### src/rtl/operand_fetch_stage.sv
// Operand fetch stage: takes one decoded instruction, reads its sources from a
// registered-read register file, resolves them against a writeback bypass and
// a 32-entry pending-write scoreboard, then presents the bundle to execute.
module operand_fetch_stage #(
    parameter int CTRL_W = 16,
    parameter int XLEN   = 32
) (
    input  logic              clk_i,
    input  logic              rst_i,
    // decode side
    input  logic              dec_valid_i,
    output logic              dec_ready_o,
    input  logic [4:0]        dec_rs1_i,
    input  logic [4:0]        dec_rs2_i,
    input  logic [4:0]        dec_rd_i,
    input  logic              dec_rd_wr_i,
    input  logic [CTRL_W-1:0] dec_ctrl_i,
    input  logic [XLEN-1:0]   dec_imm_i,
    input  logic [XLEN-1:0]   dec_pc_i,
    // register file read port (data returns one cycle after address)
    output logic [4:0]        rf_rs1_addr_o,
    output logic [4:0]        rf_rs2_addr_o,
    input  logic [XLEN-1:0]   rf_rs1_data_i,
    input  logic [XLEN-1:0]   rf_rs2_data_i,
    // writeback
    input  logic              wb_valid_i,
    input  logic [4:0]        wb_rd_i,
    input  logic [XLEN-1:0]   wb_data_i,
    // control
    input  logic              flush_i,
    // execute side
    output logic              ex_valid_o,
    input  logic              ex_ready_i,
    output logic [XLEN-1:0]   ex_op1_o,
    output logic [XLEN-1:0]   ex_op2_o,
    output logic [4:0]        ex_rd_o,
    output logic              ex_rd_wr_o,
    output logic [CTRL_W-1:0] ex_ctrl_o,
    output logic [XLEN-1:0]   ex_imm_o,
    output logic [XLEN-1:0]   ex_pc_o
);

    typedef enum logic [1:0] {
        IDLE    = 2'd0,
        ISSUE   = 2'd1,
        CAPTURE = 2'd2,
        OUT     = 2'd3
    } state_t;

    // Decoded instruction as held while it moves through the stage.
    typedef struct packed {
        logic [4:0]        rs1;
        logic [4:0]        rs2;
        logic [4:0]        rd;
        logic              rd_wr;
        logic [CTRL_W-1:0] ctrl;
        logic [XLEN-1:0]   imm;
        logic [XLEN-1:0]   pc;
    } instr_t;

    // Operand bundle handed to execute.
    typedef struct packed {
        logic [XLEN-1:0]   op1;
        logic [XLEN-1:0]   op2;
        logic [4:0]        rd;
        logic              rd_wr;
        logic [CTRL_W-1:0] ctrl;
        logic [XLEN-1:0]   imm;
        logic [XLEN-1:0]   pc;
    } bundle_t;

    state_t          state_q, state_d;
    instr_t          ins_q;
    bundle_t         ex_q;
    logic [31:0]     pend_q, pend_d;
    logic            byp1_q, byp2_q;
    logic [XLEN-1:0] bypd1_q, bypd2_q;

    logic [31:0]     wb_clr;
    logic [31:0]     pend_eff;
    logic            hazard;
    logic            byp1_hit, byp2_hit;
    logic            rd_tracked;
    logic            accept;
    logic            issue_go;
    logic            out_done;
    logic [XLEN-1:0] op1_res, op2_res;

    // Hazard view of the scoreboard: a writeback clearing an entry this cycle
    // already counts as resolved, the bypass supplies its data.
    always_comb begin
        wb_clr   = wb_valid_i ? (32'd1 << wb_rd_i) : 32'd0;
        pend_eff = pend_q & ~wb_clr;
        hazard   = ((ins_q.rs1 != 5'd0) && pend_eff[ins_q.rs1]) ||
                   ((ins_q.rs2 != 5'd0) && pend_eff[ins_q.rs2]) ||
                   (ins_q.rd_wr && (ins_q.rd != 5'd0) && pend_eff[ins_q.rd]);
        byp1_hit = wb_valid_i && (wb_rd_i == ins_q.rs1) && (ins_q.rs1 != 5'd0);
        byp2_hit = wb_valid_i && (wb_rd_i == ins_q.rs2) && (ins_q.rs2 != 5'd0);
        rd_tracked = ins_q.rd_wr && (ins_q.rd != 5'd0);
        accept   = (state_q == IDLE)  && dec_valid_i && !flush_i;
        issue_go = (state_q == ISSUE) && !hazard && !flush_i;
        out_done = (state_q == OUT)   && ex_ready_i && !flush_i;
    end

    // Operand resolution in CAPTURE: bypass beats the (stale) RF read, x0 is 0.
    always_comb begin
        op1_res = byp1_q ? bypd1_q : rf_rs1_data_i;
        op2_res = byp2_q ? bypd2_q : rf_rs2_data_i;
        if (ins_q.rs1 == 5'd0) op1_res = '0;
        if (ins_q.rs2 == 5'd0) op2_res = '0;
    end

    // Next-state logic; flush overrides every other transition.
    always_comb begin
        state_d = state_q;
        unique case (state_q)
            IDLE:    if (dec_valid_i) state_d = ISSUE;
            ISSUE:   if (!hazard)     state_d = CAPTURE;
            CAPTURE:                  state_d = OUT;
            OUT:     if (ex_ready_i)  state_d = IDLE;
            default:                  state_d = IDLE;
        endcase
        if (flush_i) state_d = IDLE;
    end

    // State register.
    always_ff @(posedge clk_i or posedge rst_i) begin
        if (rst_i) state_q <= IDLE;
        else       state_q <= state_d;
    end

    // Scoreboard update: clear on writeback, set in CAPTURE (set wins), and a
    // flushed OUT bundle releases its own entry so it is never orphaned.
    always_comb begin
        pend_d = pend_q;
        if (wb_valid_i) pend_d[wb_rd_i] = 1'b0;
        if ((state_q == CAPTURE) && !flush_i && rd_tracked) pend_d[ins_q.rd] = 1'b1;
        if ((state_q == OUT) && flush_i && rd_tracked)      pend_d[ins_q.rd] = 1'b0;
        pend_d[0] = 1'b0;
    end

    // Scoreboard register.
    always_ff @(posedge clk_i or posedge rst_i) begin
        if (rst_i) pend_q <= '0;
        else       pend_q <= pend_d;
    end

    // Latch the decoded instruction on accept.
    always_ff @(posedge clk_i or posedge rst_i) begin
        if (rst_i) begin
            ins_q <= '0;
        end else if (accept) begin
            ins_q.rs1   <= dec_rs1_i;
            ins_q.rs2   <= dec_rs2_i;
            ins_q.rd    <= dec_rd_i;
            ins_q.rd_wr <= dec_rd_wr_i;
            ins_q.ctrl  <= dec_ctrl_i;
            ins_q.imm   <= dec_imm_i;
            ins_q.pc    <= dec_pc_i;
        end
    end

    // Bypass capture on the cycle the instruction leaves ISSUE; the RF read
    // issued that same cycle misses the concurrent write.
    always_ff @(posedge clk_i or posedge rst_i) begin
        if (rst_i) begin
            byp1_q  <= 1'b0;
            byp2_q  <= 1'b0;
            bypd1_q <= '0;
            bypd2_q <= '0;
        end else if (flush_i || out_done) begin
            byp1_q <= 1'b0;
            byp2_q <= 1'b0;
        end else if (issue_go) begin
            byp1_q <= byp1_hit;
            byp2_q <= byp2_hit;
            if (byp1_hit) bypd1_q <= wb_data_i;
            if (byp2_hit) bypd2_q <= wb_data_i;
        end
    end

    // Output bundle register, loaded in CAPTURE and held through OUT.
    always_ff @(posedge clk_i or posedge rst_i) begin
        if (rst_i) begin
            ex_q <= '0;
        end else if ((state_q == CAPTURE) && !flush_i) begin
            ex_q.op1   <= op1_res;
            ex_q.op2   <= op2_res;
            ex_q.rd    <= ins_q.rd;
            ex_q.rd_wr <= ins_q.rd_wr;
            ex_q.ctrl  <= ins_q.ctrl;
            ex_q.imm   <= ins_q.imm;
            ex_q.pc    <= ins_q.pc;
        end
    end

    // Port outputs derived from state and registered bundle.
    always_comb begin
        dec_ready_o   = (state_q == IDLE);
        ex_valid_o    = (state_q == OUT);
        rf_rs1_addr_o = 5'd0;
        rf_rs2_addr_o = 5'd0;
        if ((state_q == ISSUE) || (state_q == CAPTURE)) begin
            rf_rs1_addr_o = ins_q.rs1;
            rf_rs2_addr_o = ins_q.rs2;
        end
        ex_op1_o   = ex_q.op1;
        ex_op2_o   = ex_q.op2;
        ex_rd_o    = ex_q.rd;
        ex_rd_wr_o = ex_q.rd_wr;
        ex_ctrl_o  = ex_q.ctrl;
        ex_imm_o   = ex_q.imm;
        ex_pc_o    = ex_q.pc;
    end

endmodule

### config.mk
export PLATFORM = sky130hd
export DESIGN_NAME = operand_fetch_stage
export DESIGN_NICKNAME = d
export VERILOG_FILES = /design/src/rtl/operand_fetch_stage.sv
export SDC_FILE = /design/constraint.sdc
export NUM_CORES = 1
export LEC_CHECK = 0
export CORE_MARGIN = 2
export CORE_UTILIZATION = 30
export DETAILED_ROUTE_END_ITERATION = 10
export GPL_TIMING_DRIVEN = 1
export PLACE_DENSITY_LB_ADDON = 0.15
export SETUP_SLACK_MARGIN = 0.5
export SKIP_LAST_GASP = 1
export SLEW_MARGIN = 20
export SYNTH_ARGS = -nofsm -noshare
export SYNTH_HDL_FRONTEND = slang
export SYNTH_SLANG_ARGS = --single-unit
### constraint.sdc
create_clock -name clk_i -period 15.53 [get_ports clk_i]
set_clock_uncertainty 0.15 [all_clocks]
set_input_delay 1.553 -clock clk_i [delete_from_list [all_inputs] [get_ports clk_i]]
set_output_delay 1.553 -clock clk_i [all_outputs]
set_load 0.05 [all_outputs]
==> summary.txt, run 1 <==
Outcome
  • Result of the run: completed

Critical path
  • Crit path from: wb_rd_i[1]
  • Crit path launch type: input pin
  • Worst Path Required: 15.81 ns
  • Setup crit end: bypd1_q[13]
  • Crit Path Class: in2reg
  • Worst endpoint data arrival time: 5.96 ns
  • Reg2reg start: ins_q[86]
  • CP Capture Type: flip-flop
  • R2R cell count: 10
  • R2R setup slack: 11.41 ns
  • Worst-path maximum fanout: 23
  • Reg2reg end: bypd1_q[13]

Yosys
  • Mapped cell area: 15,500 um^2
  • Number of flops mapped to enable cells by yosys: 0
  • Netlist cell types: 65
  • Synth Instances: 1,404
  • Post-synthesis sequential area ratio: 55.8%
  • Post-synth net total: 1,611
  • Synthesis-stage register bit count: 345
  • Mapped Avg Cell Area: between 10 and 15 um^2
  • Synth Flop Type: dfrtp_1
  • Yosys Warn Count: 0
  • Ys async rst share: 100%

Timing
  • Hold slack: 0.306 ns
  • Least-Margin Pin Slew: approximately 1.1 ns
  • Fin crit share: a little over a third
  • RSZ-0062 raised after global routing: false
  • Hold Fails Final Rpt: 0
  • Fmax: approximately 180 MHz
  • Tmin final: about 5.7 ns
  • Endpoints failing setup: 0
  • Setup TNS: 0 ns
  • Final Slew Violations: 0
  • Max-slew headroom: 27.9%

Clock network
  • Worst-Skew Late Latency: 0.55 ns
  • CTS tree: built
  • Post-cts hold buffer count: 0
  • # Post-CTS Setup Buffers: 0
  • Clock slew at reported path FFs: 0.05 ns
  • Root buf cell: clkbuf_16
  • # resized after CTS: 0
  • H-tree depth: 2
  • TritonCTS Buffers: 40
  • Clk sinks: 345
  • Clk buf depth: 3

Final layout
  • Layout overhead on the synthesized area: 36.0%
  • Share of cells above drive strength 1: 14.6%
  • Cell Count, Final, Fillers Out: about 2,400
  • Most common cell after layout, fill and taps aside: clkdlybuf4s50_1
  • Ant. Diodes: 0
  • Final instance area: 21,000 um^2
  • Final net count: roughly 1,900
  • Most frequent cells in the layout: 364 x clkdlybuf4s50_1, 355 x nand2_1, 343 x dfrtp_1

Route
  • Antenna-violating nets left: 0
  • DRT iter0 DRCs: just under 800
  • Initial DRT Pass Iterations: 5
  • DRC viols: 0
  • Vias post-DR: about 12,000
  • Via/cell ratio: 4.95
  • Final WL: slightly below 50 mm
  • Post-DR wirelength/cell: 20.2 um

Floorplanning
  • # rows: 83
  • Die Width: about 230 um
  • DIE HEIGHT: between 200 and 250 um
  • Die Area: 53,400 um^2
  • Placeable Area: 51,100 um^2
  • Ports: 365
  • Starting Density: between 30 and 40%

GRT
  • First-pass GRT wire length: between 70 and 80 mm
  • Antenna violations before repair: 1
  • Vias in the first global route: 12,100
  • Largest net degree at the start of global routing: 167
  • GRT Overall Usage: 18.2%
  • Final global-route overflow total: 0

Place
  • Port Buffers: 364
  • DPL Wire Length: 33.3 mm
  • Cell count after placement: 2,363
  • Gpl congestion: 0.873
  • Post-Place Cell Area: 19,700 um^2

Power
  • Lkg Pwr: 9.24 nW
  • Power per Cell Area: 206 nW/um^2
  • Highest ir drop seen on vdd: 0.120 mV

Run
  • Max cap viols: 0

Hold path
  • Hold Path Class: reg2reg
-- flip-flops by register name (all words and copies together) (netlist names) --
register and flops:
pend_q 31, ex_op2_o 32, ex_op1_o 32, ex_ctrl_o 16, state_q 2, ex_imm_o 32
ex_rd_o 5, ex_pc_o 32, bypd2_q 32, byp1_q 1, byp2_q 1, ex_rd_wr_o 1
ins_q 96, bypd1_q 32
-- area by class of cell --
| cell class | instances | area [um^2] |
|---|---|---|
| Clock buffer | 62 | 1250 |
| Clock inverter | 8 | 55.1 |
| Fill cell | 5040 | 30100 |
| Inverter | 17 | 71.3 |
| Multi-Input combinational cell | 943 | 6380 |
| Sequential cell | 345 | 8640 |
| Tap cell | 680 | 851 |
| Timing Repair Buffer | 379 | 3780 |
-- how the worst min path moves through the flow --
stage | from | endpoint | slack (ns) | depth (start not counted)
global route | ins_q[76] | ex_ctrl_o[12] | 0.33 | 2
global placement | ins_q[70] | ex_ctrl_o[6] | 0.29 | 2
finish | ins_q[0] | ex_pc_o[0] | 0.31 | 2
CTS | ins_q[0] | ex_pc_o[0] | 0.31 | 2
floorplan | ins_q[64] | ex_ctrl_o[0] | 0.28 | 2
detailed placement | ins_q[0] | ex_pc_o[0] | 0.29 | 2
-- cells by family (layout without fill, tap and decap cells) --
logic type      after synthesis  count (layout)  share of synthesized area, %
compound gates              207             207                          8.65
buf+inv                     116             466                          3.15
simple gates                475             475                          13.8
flops                       345             345                          55.8
xor+xnor                      8               8                         0.453
fa+ha+maj                     4               4                         0.324
mux                         249             249                          17.8
-- critical path, stage by stage --
cell and delay, ns:
clkdlybuf4s50_1 0.94, inv_1 0.39, o311ai_1 0.36, o2111ai_1 0.14
or4_1 0.55, a311oi_2 0.34, nand4_2 0.22, nor3_4 0.60
buf_4 0.45, mux2_2 0.38
-- stage by stage --
stage / setup WS [ns] / utilization [%] / total power, mW
finish: 9.85 / 41.1 / 4.33
global route: 9.55 / 41.1 / 4.57
CTS: 9.86 / 41.1 / 4.38
detailed placement: 9.27 / 38.6 / 3.41
global placement: 9.30 / 38.6 / 3.40
floorplan: 4.26 / - / 2.71
-- synth_stat cells (all sizes together), types with 4 or more instances --
library cell	number	area, um^2
a211oi	5	37.5
a21oi	17	85.1
a22oi	22	165
a32oi	9	78.8
and2	17	106
and3	6	37.5
buf	27	153
clkbuf	72	270
dfrtp	345	8630
ha	4	50.1
inv	17	63.8
mux2	178	2040
mux2i	71	711
nand2	355	1330
nand2b	7	43.8
nand3	10	50.1
nand4	15	115
nand4b	4	50.1
nor2	18	67.6
nor2b	6	37.5
nor3	9	50.1
nor4	4	25.0
o2111ai	8	70.1
o211ai	10	75.1
o21ai	96	480
o311ai	19	174
or2	4	25.0
xor2	7	61.3
-- layer usage --
layer  track usage [%]  share of wire [%]  vias to the layer above
met1              24.5                 44                     5934
met2              27.8                 44                      487
met4              6.17                2.9                        2
met5                 0              0.024                        -
li1                  -                  -                     5535
met3              5.66                8.9                       89
-- power by group --
| group | leakage [nW] | switching (mW) | internal, mW |
|---|---|---|---|
| logic | 4.21 | 1.20 | 0.676 |
| registers | 4.38 | 0.266 | 1.25 |
| clock network | 0.648 | 0.385 | 0.551 |
| total | 9.24 | 1.85 | 2.48 |
(Power assumes the default switching activity.)
==> run 2, diff against run 1 <==
==> constraint.sdc (replaced) <==
create_clock -name clk_i -period 5.3 [get_ports clk_i]
set_clock_uncertainty 0.15 [all_clocks]
set_input_delay 0.53 -clock clk_i [delete_from_list [all_inputs] [get_ports clk_i]]
set_output_delay 0.53 -clock clk_i [all_outputs]
set_load 0.05 [all_outputs]
==> summary.txt, run 2 (synthesis gave the netlist of run 1 again) <==
Clock network
  • Root buf cell: clkbuf_16 (unchanged)
  • Post-cts hold buffer count: 0 (unchanged)
  • # resized after CTS: 0 (unchanged)
  • Clk buf depth: 3 (unchanged)
  • # Post-CTS Setup Buffers: 0 (unchanged)
  • TritonCTS Buffers: 41 (was 40)
  • Worst-Skew Late Latency: 0.56 ns (was 0.55 ns)
  • CTS tree: built (unchanged)
  • H-tree depth: 2 (unchanged)
  • Clk sinks: 345 (unchanged)
  • Clock slew at reported path FFs: 0.05 ns (about the same)

Route
  • Post-DR wirelength/cell: 20.5 um (was 20.2 um)
  • Via/cell ratio: 4.89 (was 4.95)
  • Antenna-violating nets left: 0 (unchanged)
  • DRC viols: 0 (unchanged)
  • Vias post-DR: 11,900 (was 12,000)
  • Initial DRT Pass Iterations: 5 (unchanged)
  • DRT iter0 DRCs: 727 (was 780)
  • Final WL: 50.2 mm (was 49.1 mm)

Critical path
  • Crit path largest cell delay: 0.72 ns (was 0.94 ns)
  • CP Capture Type: flip-flop (unchanged)
  • WP depth: 10 (unchanged)
  • Reg2reg end: bypd1_q[13] (unchanged)
  • R2R setup slack: 1.13 ns (was 11.41 ns)
  • Crit path launch type: input pin (unchanged)
  • R2R cell count: 9 (was 10)
  • Worst endpoint data arrival time: 4.49 ns (was 5.96 ns)
  • Crit path from: wb_rd_i[4] (was wb_rd_i[1])
  • Reg2reg start: ins_q[91] (was ins_q[86])
  • Crit Path Class: in2reg (unchanged)
  • Worst Path Required: 5.58 ns (was 15.81 ns)
  • Worst-path cell chain: clkdlybuf4s50_1, nand4bb_1, o311ai_0, nand4_1, and4_4, a311oi_2, nand4_2, nor3_4, buf_4, mux2_2 (was clkdlybuf4s50_1, inv_1, o311ai_1, o2111ai_1, or4_1, a311oi_2, nand4_2, nor3_4, buf_4, mux2_2)
  • Worst-path maximum fanout: 33 (was 23)
  • CP Buf/Inv Count: 2 (was 3)
  • Crit-path leading delay family: simple AND/OR/NAND/NOR gates (was buffers and inverters)
  • Setup crit end: bypd1_q[13] (unchanged)
  • Critical-path top delay cell: clkdlybuf4s50_1 (unchanged)

Final layout
  • Share of cells above drive strength 1: 14.4% (was 14.6%)
  • Layout overhead on the synthesized area: 36.2% (was 36.0%)
  • Max FFs per register: 96 (unchanged)
  • Most frequent cells in the layout: 364 x clkdlybuf4s50_1, 355 x nand2_1, 343 x dfrtp_1 (unchanged)
  • Final net count: 1,938 (was 1,933)
  • Most flop-heavy register: ins_q (unchanged)
  • Most common cell after layout, fill and taps aside: clkdlybuf4s50_1 (unchanged)
  • # fillers: 4,984 (was 5,040)
  • Final instance area: 21,100 um^2 (was 21,000 um^2)

Timing
  • Fin crit share: 79.4%
  • Least-Margin Pin Slew: 1.15 ns (was 1.07 ns)
  • Max-slew headroom: 23.1% (was 27.9%)
  • Setup TNS: 0 ns (unchanged)
  • Tmin final: between 4 and 5 ns
  • Fmax: 238 MHz
  • Fin worst setup slack: 1.09 ns (was 9.85 ns)
  • Hold Fails Final Rpt: 0 (unchanged)
  • Final Slew Violations: 0 (unchanged)
  • RSZ-0062 raised after global routing: false (unchanged)
  • Endpoints failing setup: 0 (unchanged)

GRT
  • Largest net degree at the start of global routing: 140 (was 167)
  • Antenna violations before repair: 3 (was 1)
  • First-pass GRT wire length: 77.0 mm (was 74.9 mm)
  • Final global-route overflow total: 0 (unchanged)
  • Vias in the first global route: 12,500 (was 12,100)
  • GRT Overall Usage: 18.7% (was 18.2%)

Power
  • Lkg Pwr: 9.24 nW (about the same)
  • Highest ir drop seen on vdd: 0.302 mV (was 0.120 mV)
  • Power per Cell Area: 602 nW/um^2 (was 206 nW/um^2)
  • Total power: 12.7 mW (was 4.33 mW)

Hold path
  • Hold Path Class: in2async (was reg2reg)

Place
  • Gpl congestion: 0.857 (was 0.873)
  • DPL Wire Length: 34.2 mm (was 33.3 mm)
  • Post-Place Cell Area: 19,800 um^2 (was 19,700 um^2)
  • Worst Setup Slack post-DPL: 0.544 ns (was 9.27 ns)
  • Port Buffers: 364 (unchanged)

Floorplanning
  • Placeable Area: 51,100 um^2 (unchanged)
  • Ports: 365 (unchanged)
  • Die Width: 231 um (unchanged)
  • Starting Density: 30.3% (unchanged)
  • # rows: 83 (unchanged)
  • DIE HEIGHT: 231 um (unchanged)
  • Die Area: 53,400 um^2 (unchanged)

Run
  • Max cap viols: 0 (unchanged)

Outcome
  • Result of the run: completed (unchanged)
## run 2: changes by cell type in the layout (fill, tap and decap cells not counted), sizes merged
cell	delta
bufinv	+1
clkinvlp	+1
buf	+4
clkinv	-3
diode	+3
clkbuf	+2
## run 2: per-layer routing
layer | GRT usage [%] | up-vias | routed length [um]
li1 | - | 5534 | -
met1 | 24.3 | 5940 | 22000
met2 | 29.9 | 392 | 23000
met3 | 5.54 | 75 | 3880
met4 | 6.21 | 4 | 1260
met5 | 0 | - | 21
## run 2: worst reg2reg max path, stage by stage, from the launching register on
cell and delay, ns:
dfrtp_1 0.75, xor2_1 0.41, o311ai_1 0.34, o2111ai_1 0.18
or4_1 0.55, a311oi_2 0.33, nand4_2 0.22, nor3_4 0.21
buf_4 0.48, mux2_2 0.42
## run 2: area by class of cell
class | instances | area [um^2] | area share (%)
Multi-Input combinational cell | 943 | 6380 | 30.3
Sequential cell | 345 | 8640 | 41.0
Clock buffer | 64 | 1200 | 5.72
Antenna cell | 3 | 7.51 | 0.0357
Inverter | 17 | 67.6 | 0.321
Clock inverter | 7 | 71.3 | 0.339
Tap cell | 680 | 851 | 4.04
Timing Repair Buffer | 383 | 3840 | 18.2
## run 2: through the flow
step / util, % / cells / hold slack [ns]
5_1_grt: 41.2 / 2440 / 0.308
3_3_place_gp: 38.7 / 2368 / 0.291
3_5_place_dp: 38.7 / 2368 / 0.298
4_1_cts: 41.2 / 2439 / 0.246
6_report: 41.2 / 2442 / 0.262
2_1_floorplan: - / 1404 / 0.283
## run 2: report_power, final
group / internal [mW] / leakage (nW) / switching [mW]
combinational: 1.99 / 4.23 / 3.51
clock: 1.61 / 0.623 / 1.10
sequential: 3.66 / 4.38 / 0.808
total: 7.25 / 9.24 / 5.41
## run 2: worst min-delay path by stage
stage,end,slack (ns),from
global route,ins_q[93],0.31,rst_i
detailed placement,ex_pc_o[2],0.30,ins_q[2]
global placement,ex_imm_o[12],0.29,ins_q[44]
finish,ex_op1_o[26],0.26,rst_i
CTS,ins_q[88],0.25,rst_i
floorplan,ex_ctrl_o[0],0.28,ins_q[64]
==> run 3, diff against run 2 <==
==> constraint.sdc (replaced) <==
create_clock -name clk_i -period 4 [get_ports clk_i]
set_clock_uncertainty 0.15 [all_clocks]
set_input_delay 0.4 -clock clk_i [delete_from_list [all_inputs] [get_ports clk_i]]
set_output_delay 0.4 -clock clk_i [all_outputs]
set_load 0.05 [all_outputs]
==> summary.txt, run 3 (synthesis gave the netlist of run 1 again) <==
Critical path
  • Setup crit end: bypd2_q[27] (was bypd1_q[13])
  • WP depth: 11 (was 10)
  • Worst-path maximum fanout: 9 (was 33)
  • Reg2reg end: bypd2_q[27] (was bypd1_q[13])
  • Crit Path Class: reg2reg (was in2reg)
  • Worst endpoint data arrival time: 3.71 ns (was 4.49 ns)
  • Reg2reg start: ins_q[91] (unchanged)
  • Worst-path cell chain: buf_4, mux2_2, o311ai_1, o2111ai_1, or4_4, a311oi_4, nand4_4, nor4b_4, buf_6, buf_6, mux2_1 (was clkdlybuf4s50_1, nand4bb_1, o311ai_0, nand4_1, and4_4, a311oi_2, nand4_2, nor3_4, buf_4, mux2_2)
  • CP Buf/Inv Count: 3 (was 2)
  • Critical-path top delay cell: or4_4 (was clkdlybuf4s50_1)
  • R2R cell count: 11 (was 9)
  • Worst Path Required: 4.27 ns (was 5.58 ns)
  • Crit path largest cell delay: 0.55 ns (was 0.72 ns)
  • Crit path launch type: flip-flop (was input pin)
  • Crit path top cell by count: buf_6
  • Crit-path leading delay family: simple AND/OR/NAND/NOR gates (unchanged)
  • Crit path from: ins_q[91] (was wb_rd_i[4])
  • CP Capture Type: flip-flop (unchanged)
  • R2R setup slack: 0.56 ns (was 1.13 ns)

Clock network
  • Clk sinks: 345 (unchanged)
  • Root buf cell: clkbuf_16 (unchanged)
  • Worst-Skew Late Latency: 0.55 ns (was 0.56 ns)
  • H-tree depth: 2 (unchanged)
  • Clock slew at reported path FFs: 0.06 ns (was 0.05 ns)
  • Clk buf depth: 3 (unchanged)
  • TritonCTS Buffers: 41 (unchanged)
  • CTS tree: built (unchanged)

Power
  • Pint: 10.1 mW (was 7.25 mW)
  • Sequential power share: 33.3% (was 35.3%)
  • Highest ir drop seen on vdd: 0.456 mV (was 0.302 mV)
  • Logic gate share of total power: 44.8% (was 43.4%)
  • Switching share of power: 41.9% (was 42.7%)
  • Psw: 7.26 mW (was 5.41 mW)
  • Power per Cell Area: 789 nW/um^2 (was 602 nW/um^2)
  • Lkg Pwr: 9.72 nW (was 9.24 nW)
  • Total power: 17.3 mW (was 12.7 mW)
  • Clock share of power: 22.0% (was 21.3%)

Run
  • Max cap viols: 0 (unchanged)

Route
  • Antenna-violating nets left: 0 (unchanged)
  • Final WL: 50.1 mm (was 50.2 mm)
  • Max layer used: met4 (was met5)
  • Met2 WL post-DR: 23.0 mm (about the same)
  • Routed wl met3: 3.86 mm (was 3.88 mm)
  • Initial DRT Pass Iterations: 5 (unchanged)
  • DRT met1 WL: 21.8 mm (was 22.0 mm)
  • Via/cell ratio: 4.84 (was 4.89)
  • Post-DR wirelength/cell: 19.9 um (was 20.5 um)
  • Vias post-DR: 12,200 (was 11,900)
  • DRC viols: 0 (unchanged)
  • DRT iter0 DRCs: 773 (was 727)

GRT
  • Largest net degree at the start of global routing: 97 (was 140)
  • Antenna violations before repair: 1 (was 3)
  • GRT Overall Usage: 18.7% (about the same)
  • Vias in the first global route: 12,700 (was 12,500)
  • Final global-route overflow total: 0 (unchanged)
  • First-pass GRT wire length: 77.2 mm (was 77.0 mm)

Final layout
  • Layout overhead on the synthesized area: 41.8% (was 36.2%)
  • Max FFs per register: 96 (unchanged)
  • Share of cells above drive strength 1: 19.1% (was 14.4%)
  • Final instance area: 21,900 um^2 (was 21,100 um^2)
  • Final net count: 2,016 (was 1,938)
  • Most frequent cells in the layout: 363 x clkdlybuf4s50_1, 355 x nand2_1, 340 x dfrtp_1 (was 364 x clkdlybuf4s50_1, 355 x nand2_1, 343 x dfrtp_1)
  • Most common cell after layout, fill and taps aside: clkdlybuf4s50_1 (unchanged)
  • Most flop-heavy register: ins_q (unchanged)

Floorplanning
  • Starting Density: 30.3% (unchanged)
  • Placeable Area: 51,100 um^2 (unchanged)
  • Die Area: 53,400 um^2 (unchanged)
  • # rows: 83 (unchanged)
  • DIE HEIGHT: 231 um (unchanged)
  • Die Width: 231 um (unchanged)
  • Ports: 365 (unchanged)

Outcome
  • Result of the run: completed (unchanged)

Place
  • DPL Wire Length: 35.0 mm (was 34.2 mm)
  • Gpl congestion: 0.867 (was 0.857)
  • Post-Place Cell Area: 20,400 um^2 (was 19,800 um^2)
  • Port Buffers: 364 (unchanged)

Timing
  • RSZ-0062 raised after global routing: true (was false)
  • Least-Margin Pin Slew: 1.11 ns (was 1.15 ns)
  • Fin crit share: 86.0%
  • Fmax: 291 MHz
  • Max-slew headroom: 26.0% (was 23.1%)
  • Tmin final: 3.44 ns
  • Final Slew Violations: 0 (unchanged)
  • Endpoints failing setup: 0 (unchanged)
  • Hold Fails Final Rpt: 0 (unchanged)

Hold path
  • Hold Path Class: in2async (unchanged)
## run 3: cell count changes in the layout (fill, tap and decap cells not counted), moves of 4 or more
cell	delta
buf_12	+6
buf_4	+64
buf_6	+6
clkbuf_1	-11
clkbuf_8	+7
dfrtp_2	+4
## run 3: repair_timing
| action | CTS | global route |
|---|---|---|
| setup endpoints to repair | 64 | 64 |
| buffers inserted | 4 | 1 |
| resized for setup | 8 | 16 |
| hold buffers | 0 | 0 |
| pin swaps | 5 | 5 |
| endpoints found under the hold margin | 0 | 0 |
| gates cloned | 1 | 2 |
## run 3: through the flow
step	setup TNS (ns)	instances	setup slack (ns)	hold slack [ns]	utilization, %
3_3_place_gp	-0.461	2438	-0.0200	0.290	39.9
6_report	0	2517	0.561	0.282	42.9
2_1_floorplan	-402.43	1404	-1.17	0.283	-
3_5_place_dp	-6.87	2438	-0.130	0.294	39.9
5_1_grt	0	2516	0.479	0.283	42.9
4_1_cts	0	2513	0.446	0.262	42.7
## run 3: worst min-delay path by stage
stage	start	endpoint	slack [ns]	cells past startpoint
after floorplan	ins_q[64]	ex_ctrl_o[0]	0.28	2
after global placement	ins_q[56]	ex_imm_o[24]	0.29	2
after detailed placement	ins_q[49]	ex_imm_o[17]	0.29	2
after CTS	dec_rd_i[3]	ins_q[84]	0.26	2
after global routing	dec_ctrl_i[12]	ins_q[76]	0.28	2
final	rst_i	ins_q[94]	0.28	2
## run 3: per-layer routing
layer / track usage, % / up-vias
met5: 0 / -
met4: 6.31 / 0
met3: 5.45 / 84
met2: 29.3 / 389
met1: 24.7 / 6018
li1: - / 5698
## run 3: layout make-up
| type | instances | area, um^2 |
|---|---|---|
| Antenna cell | 1 | 2.50 |
| Clock buffer | 60 | 1260 |
| Clock inverter | 10 | 114 |
| Fill cell | 4969 | 29200 |
| Inverter | 17 | 67.6 |
| Multi-Input combinational cell | 943 | 6430 |
| Sequential cell | 345 | 8640 |
| Tap cell | 680 | 851 |
| Timing Repair Buffer | 461 | 4560 |
## run 3: power groups by stage
stage	registers [mW]	logic, mW	clock network [mW]
floorplan	7.88	2.64	0
global placement	5.78	7.69	0
detailed placement	5.81	7.71	0
CTS	5.77	7.78	3.93
global route	5.95	8.25	4.08
finish	5.76	7.75	3.80
